--- src/rtl/cache_ctrl_pkg.sv ---
// Shared types for the cache port arbiter: FSM states, op encoding, width helper.
// Latency: n/a (types only).
// Backpressure: n/a.
package cache_ctrl_pkg;

    typedef enum logic [2:0] {
        IDLE,
        READ,
        READ_WAIT,
        WRITE,
        RESP
    } state_t;

    typedef enum logic {
        OP_READ  = 1'b0,
        OP_WRITE = 1'b1
    } op_t;

    // Index width that never collapses to zero bits, so N=1 still gets a 1-bit field.
    function automatic int clog2_min1(input int n);
        return (n <= 2) ? 1 : $clog2(n);
    endfunction

endpackage

--- src/rtl/rr_arbiter.sv ---
// Round-robin arbiter: one-hot grant of the first request at or after the pointer.
// Latency: grant is combinational; pointer moves on the clock after advance.
// Backpressure: none; the caller decides when a grant is consumed via advance.
module rr_arbiter
    import cache_ctrl_pkg::*;
#(
    parameter  int N  = 2,
    localparam int IW = clog2_min1(N)
) (
    input  logic          clock,
    input  logic          reset,
    input  logic [N-1:0]  req,
    input  logic          advance,
    output logic [N-1:0]  grant,
    output logic [IW-1:0] grant_idx
);

    logic [IW-1:0] ptr;
    logic [IW-1:0] sel;
    logic          found;

    always_comb begin
        grant     = '0;
        grant_idx = '0;
        sel       = '0;
        found     = 1'b0;
        for (int k = 0; k < N; k++) begin
            sel = IW'((int'(ptr) + k) % N);
            if (!found && req[sel]) begin
                grant[sel] = 1'b1;
                grant_idx  = sel;
                found      = 1'b1;
            end
        end
    end

    always_ff @(posedge clock) begin
        if (reset) begin
            ptr <= '0;
        end else if (advance) begin
            ptr <= (grant_idx == IW'(N - 1)) ? '0 : grant_idx + 1'b1;
        end
    end

endmodule

--- src/rtl/cache_port_arbiter.sv ---
// Shares one cache between N_REQ requesters: RR grant, read/write strobe sequencing, one-cycle response.
// Latency: read and write-hit respond 3 cycles after accept; write-miss 2+evict cycles, capped at WRITE_TIMEOUT+1.
// Backpressure: one request in flight, req_ready only in IDLE; responses cannot be stalled.
module cache_port_arbiter
    import cache_ctrl_pkg::*;
#(
    parameter int ADDR_WIDTH    = 8,
    parameter int LINE_WIDTH    = 32,
    parameter int N_REQ         = 2,
    parameter int WRITE_TIMEOUT = 8
) (
    input  logic                        clock,
    input  logic                        reset,
    input  logic [N_REQ-1:0]            req_valid,
    input  logic [N_REQ-1:0]            req_write,
    input  logic [N_REQ*ADDR_WIDTH-1:0] req_addr,
    input  logic [N_REQ*LINE_WIDTH-1:0] req_wdata,
    output logic [N_REQ-1:0]            req_ready,
    output logic [N_REQ-1:0]            resp_valid,
    output logic                        resp_hit,
    output logic [LINE_WIDTH-1:0]       resp_data,
    output logic                        resp_err,
    output logic                        busy,
    output logic [ADDR_WIDTH-1:0]       cache_addr,
    output logic [LINE_WIDTH-1:0]       cache_wdata,
    output logic                        cache_read,
    output logic                        cache_write,
    input  logic                        cache_hit,
    input  logic [LINE_WIDTH-1:0]       cache_rdata
);

    localparam int IW = clog2_min1(N_REQ);
    localparam int CW = clog2_min1(WRITE_TIMEOUT);

    state_t                state_q, state_d;
    logic [N_REQ-1:0]      grant;
    logic [IW-1:0]         grant_idx;
    logic [IW-1:0]         id_q;
    op_t                   op_q;
    logic [ADDR_WIDTH-1:0] addr_q;
    logic [LINE_WIDTH-1:0] wdata_q;
    logic [LINE_WIDTH-1:0] data_q;
    logic [CW-1:0]         wcnt_q;
    logic                  hit_q;
    logic                  err_q;
    logic                  accept;
    logic                  write_done;
    logic                  write_expired;

    rr_arbiter #(.N(N_REQ)) u_rr (
        .clock     (clock),
        .reset     (reset),
        .req       (req_valid),
        .advance   (accept),
        .grant     (grant),
        .grant_idx (grant_idx)
    );

    assign req_ready     = (state_q == IDLE && !reset) ? grant : '0;
    assign accept        = |req_ready;
    // The first WRITE cycle sees cache_hit left over from whatever the cache did before.
    assign write_done    = (wcnt_q != '0) && cache_hit;
    assign write_expired = (wcnt_q == CW'(WRITE_TIMEOUT - 1));

    always_comb begin
        state_d     = state_q;
        cache_read  = 1'b0;
        cache_write = 1'b0;
        resp_valid  = '0;
        case (state_q)
            IDLE: begin
                if (accept) begin
                    state_d = req_write[grant_idx] ? WRITE : READ;
                end
            end
            READ: begin
                cache_read = 1'b1;
                state_d    = READ_WAIT;
            end
            READ_WAIT: begin
                state_d = RESP;
            end
            WRITE: begin
                cache_write = !write_done;
                if (write_done || write_expired) begin
                    state_d = RESP;
                end
            end
            RESP: begin
                resp_valid[id_q] = 1'b1;
                state_d          = IDLE;
            end
            default: begin
                state_d = IDLE;
            end
        endcase
    end

    always_ff @(posedge clock) begin
        if (reset) begin
            state_q <= IDLE;
            id_q    <= '0;
            op_q    <= OP_READ;
            addr_q  <= '0;
            wdata_q <= '0;
            data_q  <= '0;
            wcnt_q  <= '0;
            hit_q   <= 1'b0;
            err_q   <= 1'b0;
        end else begin
            state_q <= state_d;
            case (state_q)
                IDLE: begin
                    if (accept) begin
                        id_q    <= grant_idx;
                        op_q    <= req_write[grant_idx] ? OP_WRITE : OP_READ;
                        addr_q  <= req_addr[grant_idx*ADDR_WIDTH +: ADDR_WIDTH];
                        wdata_q <= req_wdata[grant_idx*LINE_WIDTH +: LINE_WIDTH];
                        data_q  <= '0;
                        wcnt_q  <= '0;
                        hit_q   <= 1'b0;
                        err_q   <= 1'b0;
                    end
                end
                READ_WAIT: begin
                    hit_q  <= cache_hit;
                    data_q <= cache_hit ? cache_rdata : '0;
                end
                WRITE: begin
                    wcnt_q <= wcnt_q + 1'b1;
                    if (write_done) begin
                        hit_q <= 1'b1;
                    end else if (write_expired) begin
                        err_q <= 1'b1;
                        hit_q <= 1'b0;
                    end
                end
                default: begin
                end
            endcase
        end
    end

    assign resp_hit    = hit_q;
    assign resp_err    = err_q;
    assign resp_data   = (op_q == OP_READ) ? data_q : '0;
    assign busy        = (state_q != IDLE);
    assign cache_addr  = addr_q;
    assign cache_wdata = wdata_q;

endmodule

--- config.mk ---
export PLATFORM = sky130hd
export DESIGN_NAME = cache_port_arbiter
export DESIGN_NICKNAME = d
export VERILOG_FILES = /design/src/rtl/cache_ctrl_pkg.sv /design/src/rtl/rr_arbiter.sv /design/src/rtl/cache_port_arbiter.sv
export SDC_FILE = /design/constraint.sdc
export NUM_CORES = 1
export LEC_CHECK = 0
export CAP_MARGIN = 30
export CORE_MARGIN = 5
export CORE_UTILIZATION = 39
export DETAILED_ROUTE_END_ITERATION = 16
export PLACE_DENSITY = 0.81
export SLEW_MARGIN = 15
export SYNTH_ARGS = -nofsm -noshare
export SYNTH_HDL_FRONTEND = slang
export SYNTH_SLANG_ARGS = --single-unit
--- constraint.sdc ---
create_clock -name clock -period 1.8 [get_ports clock]
set_input_delay 0.36 -clock clock [delete_from_list [all_inputs] [get_ports clock]]
set_output_delay 0.36 -clock clock [all_outputs]
set_load 0.02 [all_outputs]
# Word level (Yosys, flattened, before mapping)
# Index checks and enable logic that the tools add are counted.
[word_totals]
ff_bits = 83
in_bits = 119
elab_cells = 96
[classes]
add_sub_neg = 3
magnitude_cmp = 7
n_eq_ne = 10
shift = 2
mux = 40
bitwise = 1
n_reduce_logical = 23
[op_table]
columns = ["cell", "n"]
rows = [
  ["32-bit 2-to-1 mux", 3],
  ["32-bit one-hot mux with 2 select lines", 1],
  ["64-bit by 7-bit indexed part select with 32-bit output", 1],
  ["1-bit 2-to-1 mux", 21],
  ["16-bit by 5-bit indexed part select with 8-bit output", 1],
  ["3-bit one-hot mux with 4 select lines", 1],
  ["2-bit 2-to-1 mux", 5],
  ["3-bit 2-to-1 mux", 3],
  ["3-bit nonzero test", 3],
  ["1-bit by 2-bit less-than comparator with 1-bit output, second input constant", 4],
  ["2-bit inequality test, second input constant", 4],
  ["2-bit AND reduction", 4],
  ["3-bit by 2-bit equality test with 1-bit output, second input constant", 2],
  ["3-bit equality test, second input constant", 2],
  ["1-bit logical AND", 6],
  ["3-bit one-hot mux with 2 select lines", 1],
  ["4-bit AND reduction", 1],
  ["2-bit nonzero test", 2],
  ["3-bit by 1-bit adder with 3-bit output, second input constant", 1],
  ["1-bit demux with 1-bit select", 3],
  ["3-bit by 1-bit equality test with 1-bit output, second input constant", 1],
  ["1-bit >= comparator, second input constant", 3],
  ["1-bit zero test", 3],
  ["3-bit zero test", 1],
  ["other kinds (8)", 9],
]

# Logic depth before layout (Yosys ltp)
# Gate-level depths: netlist of the first run.
[depth]
word_depth = 11
ltp_mapped = 8
mapped_depth_nobuf = 6

# Cells and area by module
# From an unflattened synthesis of the first run, not the netlist that was laid out.
[hier_totals]
hier_cells = 393
hier_area_um2 = 3744.8
[by_module_without_submodules]
columns = ["mod", "instances", "cells_per_inst", "area_each_um2"]
rows = [
  ["cache_port_arbiter", 1, 386, 3669.8],
  ["rr_arbiter", 1, 7, 75.1],
]

# Worst setup path before layout of the first run
# OpenSTA, ideal clock, no wires.
[synth_path]
kind = "reg-to-output"
from = "register state_q[1]"
to = "output port resp_valid[0]"
arrival_time_ns = 1.254
setup_slack_ns = 0.186
path_stages_with_launch = 3
cell_sequence = "dfxtp_1 -> buf_4 -> nor4b_1"
[synth_via]
elab_chain_len = 2
[synth_lines]
columns = ["item", "line_no", "text"]
rows = [
  ["from (decl)", "cache_port_arbiter.sv:35", "state_t state_q, state_d;"],
  ["from (signal assigned)", "cache_port_arbiter.sv:111", "state_q <= state_d;"],
  ["3-bit equality test", "cache_port_arbiter.sv:70", "case (state_q)"],
  ["2-bit 2-to-1 mux", "cache_port_arbiter.sv:70", ""],
  ["to (decl)", "cache_port_arbiter.sv:19", "output logic [N_REQ-1:0] resp_valid,"],
]
# No other way between the ends.

# Worst setup path in the final report of the first run
[layout_path]
from = "register state_q[1]"
to = "output port req_ready[0]"
[layout_via]
elab_chain_len = 3
[layout_lines]
columns = ["item", "line_no", "text"]
rows = [
  ["3-bit zero test", "cache_port_arbiter.sv:59", "assign req_ready = (state_q == IDLE && !reset) ? grant : '0;"],
  ["1-bit logical AND", "cache_port_arbiter.sv:59", ""],
  ["2-bit 2-to-1 mux", "cache_port_arbiter.sv:59", ""],
  ["to (decl)", "cache_port_arbiter.sv:18", "output logic [N_REQ-1:0] req_ready,"],
]
# No other way between the ends.

==> results of run 1 <==
==> worst max-delay path, stage by stage, from the launching register on <==
cell and delay (ns):
sky130_fd_sc_hd__dfxtp_4 0.38, sky130_fd_sc_hd__buf_6 0.12, sky130_fd_sc_hd__nor4_4 0.27, sky130_fd_sc_hd__and2_4 0.20
sky130_fd_sc_hd__buf_6 0.11
==> stage by stage <==
stage	util [%]	power (mW)	std cells
CTS	65.96	5.236	714
global placement	64.53	3.914	700
floorplan	-	3.101	372
finish	66.34	5.192	715
detailed placement	64.53	3.960	700
global route	66.34	5.473	715
==> synthesized netlist by cell type (3+ instances only) <==
cell	number	share of area (%)
sky130_fd_sc_hd__dfxtp_1	83	44
sky130_fd_sc_hd__a22o_1	50	12
sky130_fd_sc_hd__nor2b_1	32	5.3
sky130_fd_sc_hd__nand2_1	27	2.7
sky130_fd_sc_hd__nand3_1	25	3.3
sky130_fd_sc_hd__a311oi_2	23	9.2
sky130_fd_sc_hd__a21o_1	18	3.6
sky130_fd_sc_hd__nor2_2	17	2.8
sky130_fd_sc_hd__nor2_1	15	1.5
sky130_fd_sc_hd__buf_2	13	1.7
sky130_fd_sc_hd__clkbuf_1	13	1.3
sky130_fd_sc_hd__a21oi_1	8	1.1
sky130_fd_sc_hd__inv_1	5	0.50
sky130_fd_sc_hd__buf_6	4	1.2
sky130_fd_sc_hd__nand2b_1	4	0.67
sky130_fd_sc_hd__buf_12	3	1.6
sky130_fd_sc_hd__ha_1	3	1.0
sky130_fd_sc_hd__nor3_1	3	0.40
==> power by group through the flow <==
stage | logic, mW | registers [mW] | clock network, mW
after floorplan | 0.792 | 2.31 | 0
after global placement | 1.74 | 2.17 | 0
after detailed placement | 1.78 | 2.18 | 0
after CTS | 1.77 | 2.14 | 1.32
after global routing | 1.89 | 2.17 | 1.41
final | 1.77 | 2.15 | 1.28
==> state kept, by name, indices dropped and copies added (netlist names) <==
name and count:
op_q 1, data_q 32, resp_err 1, state_q 3, cache_addr 8, u_rr.ptr 1, resp_hit 1, wcnt_q 3
id_q 1, cache_wdata 32
==> layout make-up <==
cell class              instances  share of cell area [%]
inverters                       5                  0.3033
clock buffers                   9                   2.002
well taps                     129                   2.608
clock inverters                 5                  0.9098
flip-flops and latches         83                   26.99
repair buffers                236                   37.06
multi-input cells             248                   30.13
==> final timing paths <==
check,endpoint,slack (ns),depth (start not counted),from
worst max register to register,cache_wdata[22]$_SDFFE_PP0P_,0.11,7,state_q[1]$_SDFFE_PP0P_
worst min register to register,data_q[18]$_SDFFE_PP0P_,0.47,1,data_q[18]$_SDFFE_PP0P_
worst max-delay path,req_ready[0],0.006,4,state_q[1]$_SDFFE_PP0P_
worst min-delay path,wcnt_q[1]$_SDFFE_PP0P_,0.36,3,reset
==> per-layer routing <==
metal | routed length, um | part of all wire [%] | GRT usage (%) | vias up
met1 | 4678 | 39 | 23.23 | 1754
met4 | 308 | 2.5 | 8.837 | 0
li1 | - | - | - | 1763
met5 | 0 | 0 | 0 | -
met2 | 6005 | 50 | 36.19 | 160
met3 | 1105 | 9.1 | 7.104 | 23
==> cell families after synthesis <==
kind of cell	synth area share (%)
flip-flops	44.33
AO/OA/AOI/OAI	27.84
buffers and inverters	6.842
AND/OR/NAND/NOR	19.99
adder cells (fa/ha/maj)	1.001
==> what timing repair did <==
item / 4_1_cts / 5_1_grt
gates resized for setup: 69 / 19
pin swaps: 2 / 1
hold buffers: 0 / 0
buffers inserted: 0 / 1
setup endpoints to repair: 39 / 13
cloned: 0 / 0
==> results.txt, run 1 <==
Dividing the detail-routed via count by the number of cells gives 5.175. After routing, the total negative slack on setup checks comes to 0 ns. The die height came out at 108.0 um. The clock input transition at the sequential cells of the worst setup and hold paths came out at 0.09 ns. Net switching is 31.25% of the power. Hold timing on the final database bottoms out at a slack of 0.3581 ns. The floorplan step set the die width to 108.0 um. Area of the core region: 0.009328 mm^2. The required time at the worst-slack endpoint was 1.44 ns. Measured against its own limit, the worst slew margin works out to 71.86%. Once detail routing completed, the nets flagged for antenna violations numbered 0. Across the run, the number of max-cap violations was 0. For the wire length of the first global-routing pass, the log shows 19270 um.

The tree built by TritonCTS fans out to 83 sinks. The library cell used most frequently in the layout, excluding fill and tap cells, is sky130_fd_sc_hd__clkdlybuf4s50_1. The worst setup path is launched from a register.

Setup repair after global routing could not meet its margin everywhere. The run gives 0 as the initial antenna violation count. Dividing the detail-routed wire length by the instance count gives 16.92 um. Entering global routing, the biggest net connects 33 pins. The smallest clock period supported by the final layout is computed as 1.794 ns. The clock tree buffer depth was 2. The HPWL after detailed placement is 9320 um. The die covers 0.01167 mm^2.

The tools report the number of levels the H-tree was split into as 3. For this run, the detailed router's first-pass iteration total came to 4. The run finished with clean final reports.

The number of pins exceeding their max-slew limit in the final report is 0. IR analysis of the VDD net gives a maximum drop of 558.7 uV. The async set-or-reset flop fraction in the synthesized netlist was 0%. The finished cells cover 0.006188 mm^2. During placement, the flow inserted port buffers numbering 199. The transition at the pin with the smallest max-transition slack is 0.4195 ns.

For the clock skew, the log shows 0.01477 ns. The sequential cell area fraction in the yosys report was 44.33%; the final-report setup violation count was 0. The cell area after technology mapping was 0.003749 mm^2; the area occupied by multi-input gates was 0.001864 mm^2. The power spent charging and discharging nets came out at 1.623 mW. The row count came out at 35. The top cell types in the final layout, fill and taps aside, are 159 x sky130_fd_sc_hd__clkdlybuf4s50_1, 80 x sky130_fd_sc_hd__dfxtp_1, 50 x sky130_fd_sc_hd__a22o_1.

The final worst slack was 0.005781 ns; the combinational share of power was 34.0%. For this run, the number of Yosys warnings is 0. The clock latency on the worst-skew pair is 0.36 ns. The type of the worst setup path was reg -> out. After synthesis the netlist holds a flip-flop and latch count of 83.

TritonCTS built the clock tree. The run gives 42 as the post-synthesis cell type count. For this design the ratio of total power to cell area is 839.0 mW/mm^2. Of all nets on the critical path, the largest fanout is 6.

The logs give 0 for the number of endpoints with negative hold slack in the final report and 200 for the number of placed I/O pins. STA classifies the critical path endpoint as a primary output. The number of clock buffers added by TritonCTS is 9. Relative to the synthesized area, the layout overhead comes to 65.09%. The number of enable-type register cells in the synthesized netlist came out at 0. The final weighted congestion in routability-driven placement was 0.8264. The tree is rooted in a sky130_fd_sc_hd__clkbuf_8. The cell count after synthesis came out at 372. For the post-route DRC violation count, the log shows 0. The logs give 3.570 mW for the internal power summed over all cells and 145 for the detailed router's first-iteration violation count. Instance area at placement: 0.006020 mm^2. A synthesized cell averages 10.08 um^2. Number of global-route vias before repair: 3868. The post-placement worst setup slack came out at -0.4688 ns. Global routing finished with a remaining overflow of 0.

In this run, flip-flops and latches consume 41.3% of the power. The area used by sequential logic in the layout was 0.001670 mm^2; the total number of vias was 3700. The repair_antennas step left the layout with diodes totalling 0. For the layout filler cell count, the log shows 755.

The most used flip-flop cell after synthesis is sky130_fd_sc_hd__dfxtp_1. The layout cell share with drive strength beyond 1 was 19.97%. Timing would allow up to 557.3 MHz.

The starting utilization of the core area was 40.19%. The clock network accounts for 24.7% of the total power. Dividing the final minimum period by the clock period gives 99.68%. Synthesis produced a netlist with a net count of 494. At the worst endpoint, the arrival time is 1.43 ns.

For this run, the post-layout net count is 705. For this run, the total global-route usage over all layers was measured as 20.85%. Wires add up to 12100 um. The min-delay analysis places its worst path in the category in -> reg. The leakage power figure is 2.662 nW.
(Power assumes the default switching activity.)
==> run 2: changes to the inputs <==
--- a/config.mk
+++ b/config.mk
@@ -10,6 +10,7 @@
 export CORE_UTILIZATION = 39
 export DETAILED_ROUTE_END_ITERATION = 16
 export PLACE_DENSITY = 0.81
+export SETUP_SLACK_MARGIN = 0.15
 export SLEW_MARGIN = 15
 export SYNTH_ARGS = -nofsm -noshare
 export SYNTH_HDL_FRONTEND = slang
==> results.txt, run 2 (same netlist as run 1, synthesis figures left out) <==
The tightest min-delay check is of the in -> reg type. The first global-routing pass estimated 20740 um of wire. The kind of cell adding the most delay to the critical path was buffers and inverters.

The analysis attributes to cell leakage a power of 3.034 nW. The number of antenna diodes in the final layout is 0. In the layout the commonest cells are 115 x sky130_fd_sc_hd__clkdlybuf4s50_1, 77 x sky130_fd_sc_hd__dfxtp_1, 50 x sky130_fd_sc_hd__a22o_1. The starting utilization of the core area was 40.19%; the final worst slack was -0.01423 ns.

Summed over all failing endpoints, the final setup total negative slack is -0.04596 ns. Clock skew on the completed layout was measured at 0.01165 ns. Across the VDD grid, the largest voltage drop is 512.0 uV. Measured in cells, the most critical reg-to-reg path has a length of 9. The setup check on the worst reg-to-reg path leaves a slack of -0.01 ns. After detailed placement, the total cell area comes to 0.006020 mm^2.

The wire-length estimate of the detail-placed layout is 9320 um. Data on the critical path arrives at its endpoint at 2.07 ns. The tree is rooted in a sky130_fd_sc_hd__clkbuf_8. CTS saw 83 sinks. The run gives 2.05 ns as the required time at the worst-slack endpoint. The most critical setup path has its startpoint at state_q[2]$_SDFFE_PP0P_.

Global routing consumed, over all layers together, 22.42% of the routing resources. The total chip power is 5.536 mW. Cells fill 70.85% of the core in the end. The part of the cycle the worst path needs works out to 100.8%. For the pin count of the biggest net entering global routing, the log shows 33. The logs give 0 for the initial antenna violation count and 0 for the global-route congestion overflow total. The worst pin sits at a relative slew slack of 77.05%. The first TritonRoute pass finished after 4 iterations.

The logs give 193 for the detailed router's first-iteration violation count and 740 for the net total in the final layout. The area added between synthesis and finish is 76.30%, and the clock tree buffer depth is 2. The post-route DRC violation count came out at 0. The signal on the critical path passes through buf_6 -> nor4_4 -> buf_4 -> buf_6 -> and2_4 -> buf_12 -> buf_12 -> nor2_4 -> a311oi_2. The run gives 200 as the number of placed I/O pins. For the number of buffers created by CTS, the log shows 9. Routability-driven placement finished with a final weighted congestion of 0.8264.

In this design, the stage delay of the slowest critical-path cell is 0.38 ns. The worst hold path was traced through 3 stages. The H-tree was split into 3 levels.

The run gives 35 as the row count. Type of the worst setup path: reg -> reg. The checks that failed: negative setup slack. In this run, post-CTS hold repair placed 0 buffers.

TritonCTS built the clock tree. The later pin in the worst-skew pair is clocked with a latency of 0.36 ns. The most common library cell in the layout ignoring fill and taps was sky130_fd_sc_hd__clkdlybuf4s50_1. For this design the ratio of total power to cell area is 837.7 mW/mm^2.

The buffers plus inverters on the worst setup path came out at 5. The minimum clock period was 1.814 ns; the number of pins exceeding their max-slew limit in the final report was 0. The layout cell share with drive strength beyond 1 came out at 32.05%. After clock tree synthesis, the clock-pin slew on the worst setup and hold paths is 0.09 ns. Worst hold slack across all endpoints: 0.3562 ns. Setup repair after global routing could not meet its margin everywhere. For the number of global-route vias before repair, the log shows 4068. The number of vias per cell after detailed routing works out to 5.252. The worst hold path terminates at wcnt_q[1]$_SDFFE_PP0P_.

Post-route standard cell area excluding fillers: 0.006609 mm^2. The type of origin of the critical path was a register. The die height is 108.0 um. The startpoint identified for the worst register-to-register timing path is state_q[2]$_SDFFE_PP0P_. The number of endpoints with negative hold slack in the final report is 0, and the maximum fanout along the worst path is 7.

The final layout contains routed wiring with a total length of 13840 um. The worst flop-to-flop path endpoint was cache_wdata[22]$_SDFFE_PP0P_. Achievable clock frequency: 551.2 MHz. The flow ran to the end, but the final reports show violations.

The logs give 0.009328 mm^2 for the area of the core region and 0.01167 mm^2 for the die footprint. The tools report the start point of the worst hold path as reset. Fill cells in the final layout number 697.

The slowest cell on the critical path was sky130_fd_sc_hd__dfxtp_4. The tools report the critical path capture point type as a register. The die outline width works out to 108.0 um.

The detail route stage leaves a number of antenna-violating nets equal to 0. The logs give 0 for the number of maximum-capacitance violations and 3939 for the total number of vias. Setup violations remaining at the end of the flow were counted as 5. During placement, the flow inserted port buffers numbering 199. The transition at the pin with the smallest max-transition slack works out to 0.3442 ns.

The average routed wire per standard cell is 18.45 um.
-- run 2: cell count changes in the layout (fill, tap and decap cells not counted), sizes merged --
cell / before / now
dlymetal6s2s: 0 / 1
clkbuf: 11 / 13
clkdlybuf4s15: 3 / 0
clkdlybuf4s50: 159 / 115
dlygate4sd2: 28 / 43
buf: 44 / 108
-- run 2: worst max-delay path by stage --
| stage | end | slack (ns) | depth (start not counted) |
|---|---|---|---|
| finish | cache_wdata[22]$_SDFFE_PP0P_ | -0.01 | 9 |
| global route | cache_wdata[24]$_SDFFE_PP0P_ | -0.09 | 9 |
| CTS | req_ready[0] | 0.001 | 4 |
| detailed placement | req_ready[0] | -0.47 | 4 |
| global placement | req_ready[0] | -0.45 | 4 |
| floorplan | resp_valid[0] | 0.19 | 2 |
-- run 2: worst min-delay path, delay by kind of cell --
kind / cells / cell delay [ns]
buf+inv: 2 / 0.28
compound gates: 1 / 0.04
-- run 2: per-layer routing --
metal	wire, um	global-route usage, %	vias to the layer above
met3	1128	7.164	22
met4	333	8.025	0
met1	5351	24.86	1915
met5	0	0	-
met2	7022	40.14	169
li1	-	-	1833
-- run 2: repair_timing --
item,in CTS,in global routing
buffers inserted,24,6
endpoints found under the setup margin,104,67
gates resized for setup,239,43
cloned,3,3
endpoints found under the hold margin,0,0
pin swaps,16,16
-- run 2: metrics by stage --
step,instances,setup slack [ns]
finish,750,-0.01423
global route,750,-0.09389
CTS,741,0.001429
detailed placement,700,-0.4688
global placement,700,-0.4474
floorplan,372,0.1857
-- run 2: layout make-up --
class                   instances  area [um^2]  share of cell area [%]
well taps                     129        161.4                   2.442
inverters                       5        18.77                  0.2840
multi-input cells             248         1974                   29.87
flip-flops and latches         83         1679                   25.41
repair buffers                271         2595                   39.27
clock inverters                 5        56.30                  0.8519
clock buffers                   9        123.9                   1.874
-- run 2: where the power goes --
| part | internal, mW | switching [mW] | total (mW) |
|---|---|---|---|
| combinational | 1.11 | 0.972 | 2.08 |
| sequential | 2.02 | 0.137 | 2.16 |
| clock | 0.624 | 0.678 | 1.30 |
| total | 3.75 | 1.79 | 5.54 |
==> RTL change (flow settings as in run 2) <==
Reset style: asynchronous (`reset`), changed in 2 clocked blocks.
--- a/src/rtl/rr_arbiter.sv
+++ b/src/rtl/rr_arbiter.sv
@@ -35,5 +35,5 @@
     end
 
-    always_ff @(posedge clock) begin
+    always_ff @(posedge clock or posedge reset) begin
         if (reset) begin
             ptr <= '0;
--- a/src/rtl/cache_port_arbiter.sv
+++ b/src/rtl/cache_port_arbiter.sv
@@ -97,5 +97,5 @@
     end
 
-    always_ff @(posedge clock) begin
+    always_ff @(posedge clock or posedge reset) begin
         if (reset) begin
             state_q <= IDLE;
Behaviour: differs if reset is asserted again (counterexample within 4 cycles, from zero or initial values and one cycle with reset high); with reset held inactive, the same outputs for 4 cycles.
==> RTL change against run 2 <==
  * The flow still finishes with violations (negative setup slack)
  * Sequential cell count stayed put
  * Wire length is 1.3% lower
  * Worst setup slack worse by 0.091 ns
  * Highest routed layer unchanged
  * Design area is 5.9% higher
  * Sequential share of layout area is 4.3 points higher
  * Area after synthesis is 1.7% higher
  * Die area is 1.5% higher
Power is not compared: it rests on default switching activity, and its combinational part moved more than twofold at a synthesized area within 25%.
==> RTL change: results (changes against run 2) <==
Parameter                              Value

CTS
  Clock buffer depth    2 (unchanged)
  H-tree depth    3 (unchanged)

Global route
  Met2 Use GR    32.3% (-7.8 points)
  Via count of the first global-routing pass    3584 (-12%)
  Global-route wire length before repair    17.9 mm (-14%)
  Pin count of the biggest net entering global routing    57 (+73%)
  Total routing resource utilization after global routing    19.4% (-3.0 points)

Critical path
  Worst Path Max Fanout    4 (-3)
  Data arrival time at the worst-slack endpoint    1.55 ns (-0.52 ns)
  Critical-path top delay cell    dfrtp_2
  Kind of cell with the highest combined delay on the critical path    simple AND/OR/NAND/NOR gates

Placed design
  Placed Instance Area    0.00616 mm2 (+2.3%)
  Routability cong.    0.849 (+2.7%)
  Post-detailed-placement half-perimeter wirelength    8.64 mm (-7.2%)

Yosys
  Cells taking the most area after synthesis    dfrtp_1, mux2i_1, a22o_1
  Count of unique library cells instantiated by Yosys    35 (-17%)
  Async set-or-reset flop fraction in the synthesized netlist    100% (+100 points)
  Seq/Total Area, Yosys    54.5% (+10 points)
  Post-synthesis adder-cell area fraction    0.985% (-0.016 points)
  YS warnings    0 (unchanged)
  Net Count, Synth    469 (-5.1%)
  Most used flip-flop cell after synthesis    dfrtp_1
  Top cells by count, synth    dfrtp_1, nand2_1, mux2i_1
  Mux cell area share after synthesis    10.8% (+11 points)

Run status
  Violated checks    negative setup slack
  Run status    complete, but fails checks

Finish
  Count of filler cells inserted in the layout    715 (+2.6%)
  Layout cell share with drive strength beyond 1    26.9% (-5.1 points)
  Post-layout net count    715 (-3.4%)

Drt
  Met2 Routed Length    6.86 mm (-2.3%)
  Routed met1 length    5.42 mm (+1.3%)
  Met3 wirelength from detailed routing    1.05 mm (-7.3%)
  Via count normalized by instance count    5.08 (-3.3%)
  Detailed Route WL    13.7 mm (-1.3%)
  Starting DRC count in detailed routing    105 (-46%)

Hold path
  Kind of path behind the tightest hold check    in2async

STA
  Setup-violating endpoint count in the final report    5 (unchanged)
  Least setup slack across all paths after layout    -0.106 ns (-0.0915 ns)
==> RTL change: cell count changes in the layout (fill, tap and decap cells not counted), sizes merged, moves of 18 or more <==
| cell | before | now |
|---|---|---|
| dfrtp | 0 | 83 |
| dfxtp | 83 | 0 |
| o21ai | 0 | 47 |
| mux2i | 0 | 41 |
| nor2 | 32 | 5 |
| a311oi | 23 | 0 |
| nand3 | 25 | 5 |
| buf | 108 | 90 |
| nand2 | 28 | 46 |
==> RTL change: cell type report <==
cell class	instances	area, um2	area share, %
multi-input combinational	234	1840	26.3
clock inverter	5	77.6	1.11
inverter	6	26.3	0.375
clock buffer	11	131	1.88
sequential	83	2080	29.7
tap	133	166	2.38
timing repair buffer	259	2680	38.3
==> RTL change: per-stage QoR <==
step / total power, mW / cells / setup TNS (ns) / setup WS [ns]
detailed placement: 8.47 / 686 / -12.72 / -0.516
global placement: 8.33 / 686 / -11.65 / -0.492
floorplan: 5.86 / 347 / 0 / 0.178
finish: 10.9 / 731 / -0.315 / -0.106
global route: 11.5 / 731 / -0.790 / -0.203
CTS: 9.63 / 712 / -0.143 / -0.0927
==> RTL change: final timing paths <==
check / start / to / slack (ns) / cells past startpoint
worst min register to register: cache_addr[5]$_DFFE_PP0P_ / cache_addr[5]$_DFFE_PP0P_ / 0.48 / 2
worst max register to register: state_q[1]$_DFFE_PP0P_ / id_q$_DFFE_PP0P_ / -0.05 / 10
min in group clock: cache_addr[5]$_DFFE_PP0P_ / cache_addr[5]$_DFFE_PP0P_ / 0.48 / 2
worst max-delay path: state_q[1]$_DFFE_PP0P_ / req_ready[0] / -0.11 / 4
worst min-delay path: reset / cache_wdata[1]$_DFFE_PP0P_ / 0.43 / 4
max in group asynchronous: reset / data_q[4]$_DFFE_PP0P_ / 1.08 / 4
